## src/rtl/lcd_driver.sv

```systemverilog
// HD44780-style 8-bit character LCD bus timing controller.
// Runs the power-up wait and init sequence, then writes one byte per ready/valid handshake.
module lcd_driver #(
    parameter int T_AS        = 3,
    parameter int T_EN        = 25,
    parameter int T_HOLD      = 3,
    parameter int T_EXEC      = 2000,
    parameter int T_EXEC_LONG = 82000,
    parameter int T_PWRUP     = 800000,
    parameter int CNT_W       = 20
) (
    input  logic       i_clk,
    input  logic       i_reset,
    input  logic       i_cmd_vld,
    input  logic       i_cmd_rs,
    input  logic [7:0] i_cmd_data,
    output logic       o_cmd_rdy,
    output logic       o_init_done,
    output logic       o_lcd_on,
    output logic       o_lcd_en,
    output logic       o_lcd_rs,
    output logic       o_lcd_rw,
    output logic [7:0] o_lcd_data
);

    typedef enum logic [2:0] {PWRUP, SETUP, PULSE, HOLD, EXEC, IDLE} state_t;

    localparam logic [CNT_W-1:0] AS_LAST    = CNT_W'(T_AS - 1);
    localparam logic [CNT_W-1:0] EN_LAST    = CNT_W'(T_EN - 1);
    localparam logic [CNT_W-1:0] HOLD_LAST  = CNT_W'(T_HOLD - 1);
    localparam logic [CNT_W-1:0] EXEC_LAST  = CNT_W'(T_EXEC - 1);
    localparam logic [CNT_W-1:0] LONG_LAST  = CNT_W'(T_EXEC_LONG - 1);
    localparam logic [CNT_W-1:0] PWRUP_LAST = CNT_W'(T_PWRUP - 1);

    state_t           state_reg, state_next;
    logic [CNT_W-1:0] cnt_reg, cnt_next;
    logic             rs_reg, rs_next;
    logic [7:0]       data_reg, data_next;
    logic [1:0]       init_idx_reg, init_idx_next;
    logic             init_done_reg, init_done_next;
    logic             exec_long;
    logic [CNT_W-1:0] exec_last;

    // 8-bit bus, 2 lines; display on; clear; entry mode increment.
    function automatic logic [7:0] init_byte(input logic [1:0] idx);
        case (idx)
            2'd0:    return 8'h38;
            2'd1:    return 8'h0C;
            2'd2:    return 8'h01;
            default: return 8'h06;
        endcase
    endfunction

    // Clear display and return home need the long execution wait.
    assign exec_long = !rs_reg && (data_reg == 8'h01 || data_reg == 8'h02 || data_reg == 8'h03);
    assign exec_last = exec_long ? LONG_LAST : EXEC_LAST;

    always_ff @(posedge i_clk or posedge i_reset) begin
        if (i_reset) begin
            state_reg     <= PWRUP;
            cnt_reg       <= '0;
            rs_reg        <= 1'b0;
            data_reg      <= 8'h00;
            init_idx_reg  <= 2'd0;
            init_done_reg <= 1'b0;
        end else begin
            state_reg     <= state_next;
            cnt_reg       <= cnt_next;
            rs_reg        <= rs_next;
            data_reg      <= data_next;
            init_idx_reg  <= init_idx_next;
            init_done_reg <= init_done_next;
        end
    end

    always_comb begin
        state_next     = state_reg;
        cnt_next       = cnt_reg + CNT_W'(1);
        rs_next        = rs_reg;
        data_next      = data_reg;
        init_idx_next  = init_idx_reg;
        init_done_next = init_done_reg;
        case (state_reg)
            PWRUP: begin
                if (cnt_reg == PWRUP_LAST) begin
                    state_next    = SETUP;
                    cnt_next      = '0;
                    rs_next       = 1'b0;
                    data_next     = init_byte(2'd0);
                    init_idx_next = 2'd0;
                end
            end
            SETUP: begin
                if (cnt_reg == AS_LAST) begin
                    state_next = PULSE;
                    cnt_next   = '0;
                end
            end
            PULSE: begin
                if (cnt_reg == EN_LAST) begin
                    state_next = HOLD;
                    cnt_next   = '0;
                end
            end
            HOLD: begin
                if (cnt_reg == HOLD_LAST) begin
                    state_next = EXEC;
                    cnt_next   = '0;
                end
            end
            EXEC: begin
                if (cnt_reg == exec_last) begin
                    cnt_next   = '0;
                    state_next = IDLE;
                    if (!init_done_reg) begin
                        if (init_idx_reg == 2'd3) begin
                            init_done_next = 1'b1;
                        end else begin
                            state_next    = SETUP;
                            init_idx_next = init_idx_reg + 2'd1;
                            rs_next       = 1'b0;
                            data_next     = init_byte(init_idx_reg + 2'd1);
                        end
                    end
                end
            end
            IDLE: begin
                cnt_next = '0;
                if (i_cmd_vld) begin
                    state_next = SETUP;
                    rs_next    = i_cmd_rs;
                    data_next  = i_cmd_data;
                end
            end
            default: begin
                state_next = PWRUP;
                cnt_next   = '0;
            end
        endcase
    end

    assign o_cmd_rdy   = (state_reg == IDLE);
    assign o_init_done = init_done_reg;
    assign o_lcd_on    = ~i_reset;
    assign o_lcd_en    = (state_reg == PULSE);
    assign o_lcd_rs    = rs_reg;
    assign o_lcd_rw    = 1'b0;
    assign o_lcd_data  = data_reg;

endmodule

```

## config.mk

```make
export PLATFORM = sky130hd
export DESIGN_NAME = lcd_driver
export DESIGN_NICKNAME = d
export VERILOG_FILES = /design/src/rtl/lcd_driver.sv
export SDC_FILE = /design/constraint.sdc
export NUM_CORES = 1
export LEC_CHECK = 0
export ABC_CLOCK_PERIOD_IN_PS = 3200
export BUFFER_PORTS_ARGS = -buffer_cell sky130_fd_sc_hd__buf_4
export CAP_MARGIN = 40
export CORE_MARGIN = 4
export CORE_UTILIZATION = 58
export DETAILED_ROUTE_END_ITERATION = 10
export PLACE_DENSITY = 0.8
export SLEW_MARGIN = 20
export SYNTH_ARGS = -nofsm -noshare
export SYNTH_HDL_FRONTEND = slang
export SYNTH_SLANG_ARGS = --single-unit
```

## constraint.sdc

```tcl
create_clock -name i_clk -period 3.2 [get_ports i_clk]
set_input_delay 0.48 -clock i_clk [delete_from_list [all_inputs] [get_ports i_clk]]
set_output_delay 0.48 -clock i_clk [all_outputs]
set_load 0.03 [all_outputs]
```

# Word level (Yosys, flattened, before mapping)
# Index checks and enable logic that the tools add are counted.
dict set report totals {
  output_inout_bits 14
  in_bits 12
  ff_bits 35
  word_cells 80
}
dict set report op_classes {
  eq_ne 23
  mux 35
  bitwise_logic 1
  n_addsub 2
  n_reduce_logical 13
}
# op n
set op_table {}
lappend op_table {{20-bit two-way mux} 4}
lappend op_table {{20-bit one-hot mux with 4 select lines} 1}
lappend op_table {{8-bit two-way mux} 5}
lappend op_table {{3-bit two-way mux} 8}
lappend op_table {{8-bit one-hot mux with 3 select lines} 1}
lappend op_table {{20-bit by 1-bit adder with 20-bit output, second input constant} 1}
lappend op_table {{20-bit by 17-bit equality test with 1-bit output} 1}
lappend op_table {{20-bit by 2-bit equality test with 1-bit output, second input constant} 1}
lappend op_table {{20-bit equality test, second input constant} 1}
lappend op_table {{20-bit by 5-bit equality test with 1-bit output, second input constant} 1}
lappend op_table {{3-bit one-hot mux with 6 select lines} 1}
lappend op_table {{6-bit one-hot mux with 3 select lines} 1}
lappend op_table {{17-bit two-way mux} 1}
lappend op_table {{8-bit by 2-bit equality test with 1-bit output, second input constant} 2}
lappend op_table {{2-bit != test, second input constant} 7}
lappend op_table {{6-bit AND reduction} 2}
lappend op_table {{8-bit by 1-bit equality test with 1-bit output, second input constant} 1}
lappend op_table {{2-bit two-way mux} 4}
lappend op_table {{1-bit two-way mux} 7}
lappend op_table {{3-bit by 2-bit equality test with 1-bit output, second input constant} 2}
lappend op_table {{3-bit equality test, second input constant} 2}
lappend op_table {{5-bit AND reduction} 1}
lappend op_table {{2-bit equality test, second input constant} 2}
lappend op_table {{2-bit one-hot mux with 2 select lines} 1}
lappend op_table {{15 further kinds} 16}

# Longest topological paths before layout
# Gate-level depths: netlist (run 1).
dict set report logic_depth {
  word_depth 8
  ltp_mapped 8
  ltp_nobuf 7
}

# Worst setup path after synthesis (run 1)
# OpenSTA, ideal clock, no wires.
dict set report synth_timing {
  path_type {register -> register}
  start {register cnt_reg[12]}
  end {register data_reg[0], in the netlist o_lcd_data[0]}
  required_ns 3.075
  path_stages_with_launch 6
  setup_ns 0.125
  arrival_time_ns 2.419
  path_slack_ns 0.656
  n_path_buf 0
  synth_period_minus_slack_ns 2.544
  cell_sequence {dfrtp_1 > or4_4 > nand4bb_4 > o211a_1 > a2111oi_4 > mux2_2}
}
dict set report synth_via {
  elab_chain_len 3
  word_cells_on_any_way 5
  classes_between {4 x eq/ne; 1 x reduce/logical}
}
# item line
set synth_lines {}
lappend synth_lines {{start: declaration} 36} ;# logic [CNT_W-1:0] cnt_reg, cnt_next;
lappend synth_lines {{start signal: assignment} 68} ;# cnt_reg <= cnt_next;
lappend synth_lines {{20-bit by 17-bit equality test with 1-bit output or 20-bit equality test (tied branches)} {112, 85}}
lappend synth_lines {{2-bit != test (no line)} n/a}
lappend synth_lines {{6-bit AND reduction (no line) (*)} n/a}
lappend synth_lines {{end signal: assignment} 70} ;# data_reg <= data_next;
lappend synth_lines {{end: declaration} 38} ;# logic [7:0] data_reg, data_next;
# Every way passes the cells marked *; elsewhere a longest branch is shown, timed or not.
# A chain may end at the register's enable or synchronous reset.

# Worst setup path after layout (run 1)
dict set report layout_timing {
  start {register cnt_reg[12]}
  end {register rs_reg, in the netlist o_lcd_rs}
}
dict set report layout_via {
  elab_chain_len 3
  word_cells_on_any_way 5
  classes_between {4 x eq/ne; 1 x reduce/logical}
}
# item line
set layout_lines {}
lappend layout_lines {{20-bit by 17-bit equality test with 1-bit output or 20-bit equality test (tied branches)} {112, 85}}
lappend layout_lines {{2-bit != test (no line)} n/a}
lappend layout_lines {{6-bit AND reduction (no line) (*)} n/a}
lappend layout_lines {{end signal: assignment} 69} ;# rs_reg <= rs_next;
lappend layout_lines {{end: declaration} 37} ;# logic rs_reg, rs_next;
# Marks and branches as above.

==> results of run 1 <==
worst min-delay path: cells and delay by family:
kind / cells / cell delay [ns]
buffers and inverters: 3 / 0.65
through the flow:
stage	instance area, µm²	std cells	power [mW]	utilization
floorplan	2142	227	0.4613	-
global placement	2347	287	0.4750	0.6819
detailed placement	2347	287	0.4754	0.6819
CTS	2465	295	0.8836	0.7161
global route	2465	295	0.9063	0.7161
finish	2465	295	0.8792	0.7161
synth_stat cells (5+ instances only):
library cell | count | area, µm²
nand3_1 | 12 | 60.06
ha_1 | 7 | 87.58
nand2_1 | 19 | 71.32
nor4_1 | 8 | 50.05
mux2i_1 | 6 | 60.06
xor2_1 | 12 | 105.1
o21ai_0 | 6 | 30.03
nand4_1 | 5 | 31.28
inv_1 | 12 | 45.04
mux2_2 | 9 | 101.4
clkbuf_1 | 10 | 37.54
a21oi_1 | 19 | 95.09
dfrtp_1 | 35 | 875.8
nor2_1 | 16 | 60.06
xnor2_1 | 7 | 61.31
power by group:
group	total, mW	leakage (nW)	switching, mW	internal (mW)
Sequential	0.442	0.459	0	0.442
Clock	0.413	0.0612	0.161	0.252
Combinational	0.0241	0.552	0.0141	0.0101
area by class of cell:
| class | instances | area, µm² | share of cell area |
|---|---|---|---|
| multi-input combinational | 167 | 1166 | 0.4731 |
| inverter | 12 | 45.04 | 0.01827 |
| clock buffer | 6 | 82.58 | 0.03350 |
| sequential | 35 | 875.8 | 0.3553 |
| timing repair buffer | 27 | 202.7 | 0.08223 |
| clock inverter | 2 | 35.03 | 0.01421 |
| tap | 46 | 57.56 | 0.02335 |
per-layer routing:
metal	track usage	vias up	wire (µm)
met5	0	-	0
met4	0.08759	0	104
met3	0.04376	12	238
met2	0.3623	64	2356
met1	0.2872	837	2063
li1	-	843	-
cell families (layout without fill, tap and decap cells):
logic type | count (synthesis) | after routing | share of synthesized area
AO/OA/AOI/OAI | 39 | 39 | 0.1186
XOR/XNOR | 19 | 19 | 0.07769
adder cells (fa/ha/maj) | 7 | 7 | 0.04089
buffers and inverters | 25 | 47 | 0.04673
flip-flops | 35 | 35 | 0.4089
multiplexers | 15 | 15 | 0.07535
other | 1 | 1 | 0.001751
AND/OR/NAND/NOR | 86 | 86 | 0.2301
cell usage in the layout (no fill, tap or decap), types with 2 or more instances in the layout:
cell type / count
or4_1: 2
ha_1: 7
a21boi_0: 2
inv_1: 12
clkbuf_8: 6
mux2i_1: 6
nor2_1: 16
nand3_1: 12
dfrtp_1: 35
o21ai_1: 2
nand4_1: 5
or2_2: 2
o211ai_1: 2
buf_4: 27
mux2_2: 9
nor4_1: 8
a31oi_1: 2
nand2_1: 19
xnor2_1: 7
nor3_1: 4
and3_1: 4
a21oi_1: 19
o21ai_0: 4
and2_1: 4
xor2_1: 12
worst min path at each step:
stage	startpoint	endpoint	slack, ns	cells after the start
final	i_reset	o_lcd_data[6]	0.41	3
after global routing	i_reset	o_lcd_data[6]	0.45	3
after CTS	i_reset	cnt_reg[5]	0.43	3
after detailed placement	cnt_reg[0]	cnt_reg[0]	0.48	1
after global placement	o_init_done	o_init_done	0.46	1
after floorplan	cnt_reg[0]	cnt_reg[0]	0.45	1
==> impl_metrics.tcl, run 1 <==
set metrics [dict create \
    synth_edf_count 0 \
    crit_end "o_lcd_rs" \
    hold_class "primary input to async pin" \
    drc 0 \
    core_area_mm2 0.003442 \
    crit_family "compound AO/OA/AOI/OAI gates" \
    cts_tree "built" \
    r2r-start "cnt_reg[12]" \
    crit_chain "or4_4 > nand4bb_4 > o211a_1 > a2111oi_4 > mux2_2" \
    areaGrowthSynthToFinish_pct 15.07 \
    hold_violations 0 \
    peakVddDrop_mv 0.2787 \
    dr.pass1.iters 4 \
    setup_tns_ns 0 \
    clk_path_buf_depth 2 \
    nets 267 \
    setup_ws_ns 0.4713 \
    maxSlewHeadroom 0.5257 \
    tightest_slew_ns 0.7060 \
    crit_start "cnt_reg[12]" \
    numCtsBuffers 5 \
    fmax_ghz 0.3665 \
    ys_async_sr_fraction 1.000 \
    seq_area_frac_synth 0.4089 \
    grt_pass1_wl_um 7741 \
    hpwlAfterDp_um 3369 \
    antenna_found_initial 0 \
    grt_usage 0.2213 \
    routedWlPerCell_um 16.15 \
    cts_sinks 35 \
    worstPathArrival_ns 2.91 \
    start_util 0.6223 \
    postCtsHoldBufs 0 \
    htree_levels 2 \
    dieWidth_um 68.77 \
    power_density_mw_per_mm2 356.7 \
    drtIter0Drc 128 \
    viasPerCell 5.953 \
    ys.flop_type "dfrtp_1" \
    fin_crit_ns 2.729 \
    skew_ns 0.006888 \
    status "complete, no violations" \
    die_h_um 68.77 \
    r2r_end "o_lcd_rs" \
    ys_ff_latch 35 \
    p_leak_nw 1.072 \
    crit_buf_inv 0 \
    largest_register_ff_count 20 \
    fillers 272 \
    routed_wl_um 4763 \
    cts_resized 0 \
    gp_congestion 0.9248 \
    rsz0062_at_grt "false" \
    critPathKind "flip-flop to flip-flop" \
    ys_types 44 \
    place_ws_ns 0.4984 \
    grt_pass1_vias 1637 \
    grt_max_degree 36 \
    vias 1756 \
    clk_pin_slew_ns 0.07 \
    maxCapViolCount 0 \
    synth_nets 246 \
    cts-root-buf "clkbuf_8" \
    setup_viol 0 \
    reg2regPathDepth 5 \
    netlist_instances 227 \
    worstPathRequired_ns 3.38 \
    ys_warn_count 0 \
    syn_area_mm2 0.002142 \
    worstPathMaxFanout 9 \
    postCtsSetupRepairBufs 0 \
    slowest_delay_ns 0.66 \
    cp.depth 5 \
    postRouteAntennaNets 0 \
    cp-start-kind "flip-flop" \
    dieArea_mm2 0.004729 \
    whs_ns 0.4135 \
    clkLatencyLatePin_ns 0.29 \
    syn_avg_cell_area_um2 9.436 \
    cp-end-kind "flip-flop" \
    ff2ff_setup_slack_ns 0.47 \
    finalMaxSlewViolations 0 \
    grt-ovfl-total 0 \
    drive_gt1_frac 0.2048 \
    row_count 21 \
    port_buffers 24 \
    io_pins 26 \
    min_period_over_period 0.8527 \
    cpMaxStageDelayCell "a2111oi_4" \
    diodes 0 \
]
Power figures use the tool's default switching activity.
==> run 2, diff against run 1 <==
--- a/config.mk
+++ b/config.mk
@@ -6,12 +6,15 @@
 export NUM_CORES = 1
 export LEC_CHECK = 0
 export ABC_CLOCK_PERIOD_IN_PS = 3200
-export BUFFER_PORTS_ARGS = -buffer_cell sky130_fd_sc_hd__buf_4
+export BUFFER_PORTS_ARGS = -buffer_cell sky130_fd_sc_hd__buf_2
 export CAP_MARGIN = 40
+export CELL_PAD_IN_SITES_DETAIL_PLACEMENT = 2
+export CELL_PAD_IN_SITES_GLOBAL_PLACEMENT = 2
 export CORE_MARGIN = 4
-export CORE_UTILIZATION = 58
+export CORE_UTILIZATION = 36
 export DETAILED_ROUTE_END_ITERATION = 10
-export PLACE_DENSITY = 0.8
+export PLACE_DENSITY_LB_ADDON = 0.1
+export SETUP_SLACK_MARGIN = 0.02
 export SLEW_MARGIN = 20
 export SYNTH_ARGS = -nofsm -noshare
 export SYNTH_HDL_FRONTEND = slang
==> impl_metrics.tcl, run 2 (same netlist as run 1, synthesis figures left out) <==
set metrics [dict create \
    drc 0 \
    utilization 0.4303 \
    htree_levels 2 \
    viasPerCell 5.500 \
    drtIter0Drc 16 \
    clk_pin_slew_ns 0.07 \
    stdcell_count 322 \
    dpl_cell_area_mm2 0.002327 \
    regArea_um2 875.8 \
    cts_sinks 35 \
    setup_viol 0 \
    hold_class "primary input to async pin" \
    start_util 0.3797 \
    cp-end-kind "flip-flop" \
    cts-root-buf "clkbuf_8" \
    dr.pass1.iters 4 \
    worstPathRequired_ns 3.37 \
    gr-usage-met1 0.2290 \
    pwr-share-clk 0.435 \
    nets 268 \
    fmax_ghz 0.3871 \
    drive_gt1_frac 0.2040 \
    maxSlewHeadroom 0.5042 \
    hpwlAfterDp_um 4293 \
    skew_ns 0.008259 \
    grt_usage 0.1738 \
    setup_tns_ns 0 \
    placed_cells 314 \
    fin_crit_ns 2.583 \
    clkLatencyLatePin_ns 0.29 \
    grt_pass1_vias 1943 \
    critPathKind "flip-flop to flip-flop" \
    internal-power_uw 644.7 \
    clk_path_buf_depth 2 \
    reg2regPathDepth 6 \
    r2r_end "o_lcd_data[0]" \
    rsz0062_at_grt "false" \
    io_pins 26 \
    core_area_mm2 0.005642 \
    cts_tree "built" \
    maxCapViolCount 0 \
    peakVddDrop_mv 0.1626 \
    gr-usage-met3 0.02330 \
    routedWlPerCell_um 18.07 \
    die_h_um 85.14 \
    postRouteAntennaNets 0 \
    dieArea_mm2 0.007248 \
    dieWidth_um 85.14 \
    worstPathMaxFanout 9 \
    status "complete, no violations" \
    multi_input_area_mm2 0.001166 \
    p_leak_nw 1.053 \
    switching_power_uw 172.8 \
    postCtsHoldBufs 0 \
    fillers 631 \
    finalMaxSlewViolations 0 \
    grt_max_degree 37 \
    diodes 0 \
    power_density_mw_per_mm2 336.8 \
    p_total_uw 817.5 \
    stdcell_area_mm2 0.002427 \
    areaGrowthSynthToFinish_pct 13.32 \
    cts_resized 0 \
    crit_start "cnt_reg[12]" \
    gp_congestion 0.7065 \
    grt-busiest-layer "met2" \
    largest_register_ff_count 20 \
    antenna_found_initial 0 \
    port_buffers 24 \
    power.share.switching 0.2113 \
    worstPathArrival_ns 2.75 \
    grt_pass1_wl_um 10120 \
    power_frac_seq 0.541 \
    numCtsBuffers 5 \
    cp-start-kind "flip-flop" \
    routed_wl_um 5819 \
    mostFrequentLayoutCells "35 x dfrtp_1, 24 x buf_2, 19 x nand2_1, 19 x a21oi_1, 16 x nor2_1" \
    postCtsSetupRepairBufs 0 \
    p_comb_frac 0.024 \
    layout_commonest_cell "dfrtp_1" \
    min_period_over_period 0.8073 \
    crit_end "o_lcd_data[0]" \
    row_count 27 \
    ff2ff_setup_slack_ns 0.62 \
    tightest_slew_ns 0.7380 \
    hold_violations 0 \
    grt-ovfl-total 0 \
    r2r-start "cnt_reg[12]" \
    vias 1771 \
    use_met2 0.3001 \
]
run 2: power by group through the flow:
stage | Sequential (mW) | Combinational (mW) | Clock [mW]
finish | 0.442 | 0.0199 | 0.355
global route | 0.442 | 0.0232 | 0.391
CTS | 0.442 | 0.0209 | 0.368
detailed placement | 0.451 | 0.0208 | 0
global placement | 0.451 | 0.0204 | 0
floorplan | 0.451 | 0.0106 | 0
run 2: final cells by class:
cell class / instances / area share
multi-input cells: 167 / 0.4804
flip-flops and latches: 35 / 0.3608
repair buffers: 28 / 0.06186
clock buffers: 8 / 0.04124
well taps: 72 / 0.03711
inverters: 12 / 0.01856
run 2: critical path, stage by stage, from the launching register on:
cell,delay (ns)
dfrtp_1,0.43
or4_4,0.57
nand4bb_4,0.28
o211a_1,0.28
a2111oi_4,0.31
buf_4,0.23
mux2_2,0.35
run 2: per-stage QoR:
step	hold WS [ns]	worst slack (ns)
3_3_place_gp	0.4599	0.6872
2_1_floorplan	0.4488	0.6564
4_1_cts	0.3092	0.6169
3_5_place_dp	0.4643	0.6339
6_report	0.2983	0.6165
5_1_grt	0.3422	0.5097
run 2: how the worst min path moves through the flow:
| stage | from | end | slack [ns] | cells after the start |
|---|---|---|---|---|
| 2_1_floorplan | cnt_reg[0] | cnt_reg[0] | 0.45 | 1 |
| 3_3_place_gp | o_init_done | o_init_done | 0.46 | 1 |
| 3_5_place_dp | o_init_done | o_init_done | 0.46 | 1 |
| 4_1_cts | i_reset | cnt_reg[5] | 0.31 | 3 |
| 5_1_grt | i_reset | state_reg[1] | 0.34 | 3 |
| 6_report | i_reset | cnt_reg[7] | 0.30 | 3 |
run 2: routing by layer:
layer | part of all wire | wire length (µm)
met1 | 0.45 | 2643
met2 | 0.51 | 2943
met3 | 0.032 | 186
met4 | 0.0079 | 46
met5 | 0 | 0
==> run 3, diff against run 2 <==
--- a/config.mk
+++ b/config.mk
@@ -5,7 +5,7 @@
 export SDC_FILE = /design/constraint.sdc
 export NUM_CORES = 1
 export LEC_CHECK = 0
-export ABC_CLOCK_PERIOD_IN_PS = 3200
+export ABC_CLOCK_PERIOD_IN_PS = 2610
 export BUFFER_PORTS_ARGS = -buffer_cell sky130_fd_sc_hd__buf_2
 export CAP_MARGIN = 40
 export CELL_PAD_IN_SITES_DETAIL_PLACEMENT = 2
==> constraint.sdc (replaced) <==
create_clock -name i_clk -period 2.61 [get_ports i_clk]
set_input_delay 0.3915 -clock i_clk [delete_from_list [all_inputs] [get_ports i_clk]]
set_output_delay 0.3915 -clock i_clk [all_outputs]
set_load 0.03 [all_outputs]
==> impl_metrics.tcl, run 3 (same netlist as run 1, synthesis figures left out) <==
set metrics [dict create \
    power_frac_seq 0.541 \
    numCtsBuffers 5 \
    worstPathRequired_ns 2.78 \
    drive_gt1_frac 0.2500 \
    cpMaxStageDelayCell "or4_4" \
    worstPathArrival_ns 2.67 \
    grt_pass1_vias 2001 \
    routedWlPerCell_um 18.53 \
    crit_start "cnt_reg[12]" \
    grt_pass1_wl_um 10450 \
    die_h_um 85.14 \
    cts_sinks 35 \
    row_count 27 \
    dieWidth_um 85.14 \
    fin_crit_ns 2.497 \
    crit_family "simple AND/OR/NAND/NOR gates" \
    r2r-start "cnt_reg[12]" \
    postRouteAntennaNets 0 \
    min_period_over_period 0.9567 \
    io_pins 26 \
    layout_commonest_cell "dfrtp_1" \
    tightest_slew_ns 0.6843 \
    gp_congestion 0.7412 \
    dieArea_mm2 0.007248 \
    grt_usage 0.1829 \
    postCtsHoldBufs 0 \
    grt_max_degree 36 \
    worstPathMaxFanout 9 \
    maxCapViolCount 0 \
    status "complete, no violations" \
    htree_levels 2 \
    drtIter0Drc 27 \
    hpwlAfterDp_um 4655 \
    peakVddDrop_mv 0.2018 \
    reg2regPathDepth 6 \
    hold_violations 0 \
    cp-end-kind "flip-flop" \
    clk_pin_slew_ns 0.07 \
    setup_ws_ns 0.1129 \
    fmax_ghz 0.4005 \
    antenna_found_initial 0 \
    postCtsSetupRepairBufs 0 \
    fillers 659 \
    setup_tns_ns 0 \
    rsz0062_at_grt "false" \
    p_leak_nw 1.128 \
    nets 282 \
    place_ws_ns 0.1092 \
    switching_power_uw 210.8 \
    crit_buf_inv 1 \
    start_util 0.3797 \
    cts-root-buf "clkbuf_8" \
    clkLatencyLatePin_ns 0.29 \
    internal-power_uw 790.4 \
    core_area_mm2 0.005642 \
    cts_tree "built" \
    skew_ns 0.003923 \
    drc 0 \
    power.share.switching 0.2105 \
    crit_chain "or4_4 > nand4bb_4 > o211a_1 > a2111oi_4 > buf_4 > mux2_2" \
    port_buffers 24 \
    slowest_delay_ns 0.56 \
    hold_class "primary input to async pin" \
    p_comb_frac 0.025 \
    diodes 0 \
    pwr-share-clk 0.434 \
    areaGrowthSynthToFinish_pct 19.04 \
    viasPerCell 5.408 \
    vias 1817 \
    power_density_mw_per_mm2 392.7 \
    routed_wl_um 6226 \
    setup_viol 0 \
    cp-start-kind "flip-flop" \
    finalMaxSlewViolations 0 \
    clk_path_buf_depth 2 \
    dr.pass1.iters 3 \
    cp.depth 6 \
    largest_register_ff_count 20 \
    grt-ovfl-total 0 \
    mostFrequentLayoutCells "35 x dfrtp_1, 24 x buf_2, 19 x nand2_1, 19 x a21oi_1, 17 x buf_4" \
    critPathKind "flip-flop to flip-flop" \
    maxSlewHeadroom 0.5396 \
]
==> run 3: area by class of cell <==
| type | count | area [µm²] | area share |
|---|---|---|---|
| multi-input cells | 167 | 1171 | 0.4593 |
| clock buffers | 8 | 100.1 | 0.03925 |
| inverters | 12 | 45.04 | 0.01766 |
| well taps | 72 | 90.09 | 0.03533 |
| flip-flops and latches | 35 | 875.8 | 0.3435 |
| repair buffers | 42 | 267.8 | 0.1050 |
==> run 3: worst paths after layout <==
path	to	slack (ns)
worst min-delay path	state_reg[0]	0.23
max in group asynchronous	o_lcd_data[3]	2.03
worst max-delay path	o_lcd_data[5]	0.11
min in group i_clk	o_lcd_data[4]	0.44
worst max register to register	o_lcd_data[5]	0.11
worst min register to register	cnt_reg[0]	0.48
==> run 3: power groups by stage <==
stage | logic (mW) | registers (mW) | clock network [mW]
after CTS | 0.0254 | 0.542 | 0.449
after global routing | 0.0278 | 0.542 | 0.482
after detailed placement | 0.0254 | 0.553 | 0
after floorplan | 0.0130 | 0.553 | 0
final | 0.0248 | 0.542 | 0.434
after global placement | 0.0253 | 0.553 | 0
==> run 3: repair_timing <==
item,CTS,global route
hold endpoints to repair,0,0
gates resized for setup,0,1
setup endpoints to repair,0,4
==> run 3: per-stage QoR <==
| stage | instance area (µm²) | hold WS (ns) | std cells | util | power [mW] |
|---|---|---|---|---|---|
| final | 2550 | 0.2271 | 336 | 0.4520 | 1.001 |
| after global routing | 2550 | 0.2632 | 336 | 0.4520 | 1.051 |
| after CTS | 2545 | 0.2396 | 336 | 0.4511 | 1.016 |
| after detailed placement | 2445 | 0.4830 | 328 | 0.4334 | 0.5780 |
| after global placement | 2445 | 0.4604 | 328 | 0.4334 | 0.5779 |
| after floorplan | 2142 | 0.4488 | 227 | - | 0.5656 |
==> run 3: routing by layer <==
metal / up-vias / track usage / share of wire
met5: - / 0 / 0
met4: 0 / 0.05180 / 0.013
met3: 6 / 0.03301 / 0.029
met2: 24 / 0.3298 / 0.52
met1: 916 / 0.2212 / 0.44
li1: 871 / - / -
==> run 3: worst reg2reg max path, cell delays in order, from the launching register on <==
cell and delay, ns:
dfrtp_1 0.39, or4_4 0.56, nand4bb_4 0.27, o211a_1 0.28, a2111oi_4 0.31, buf_4 0.23
mux2_2 0.35
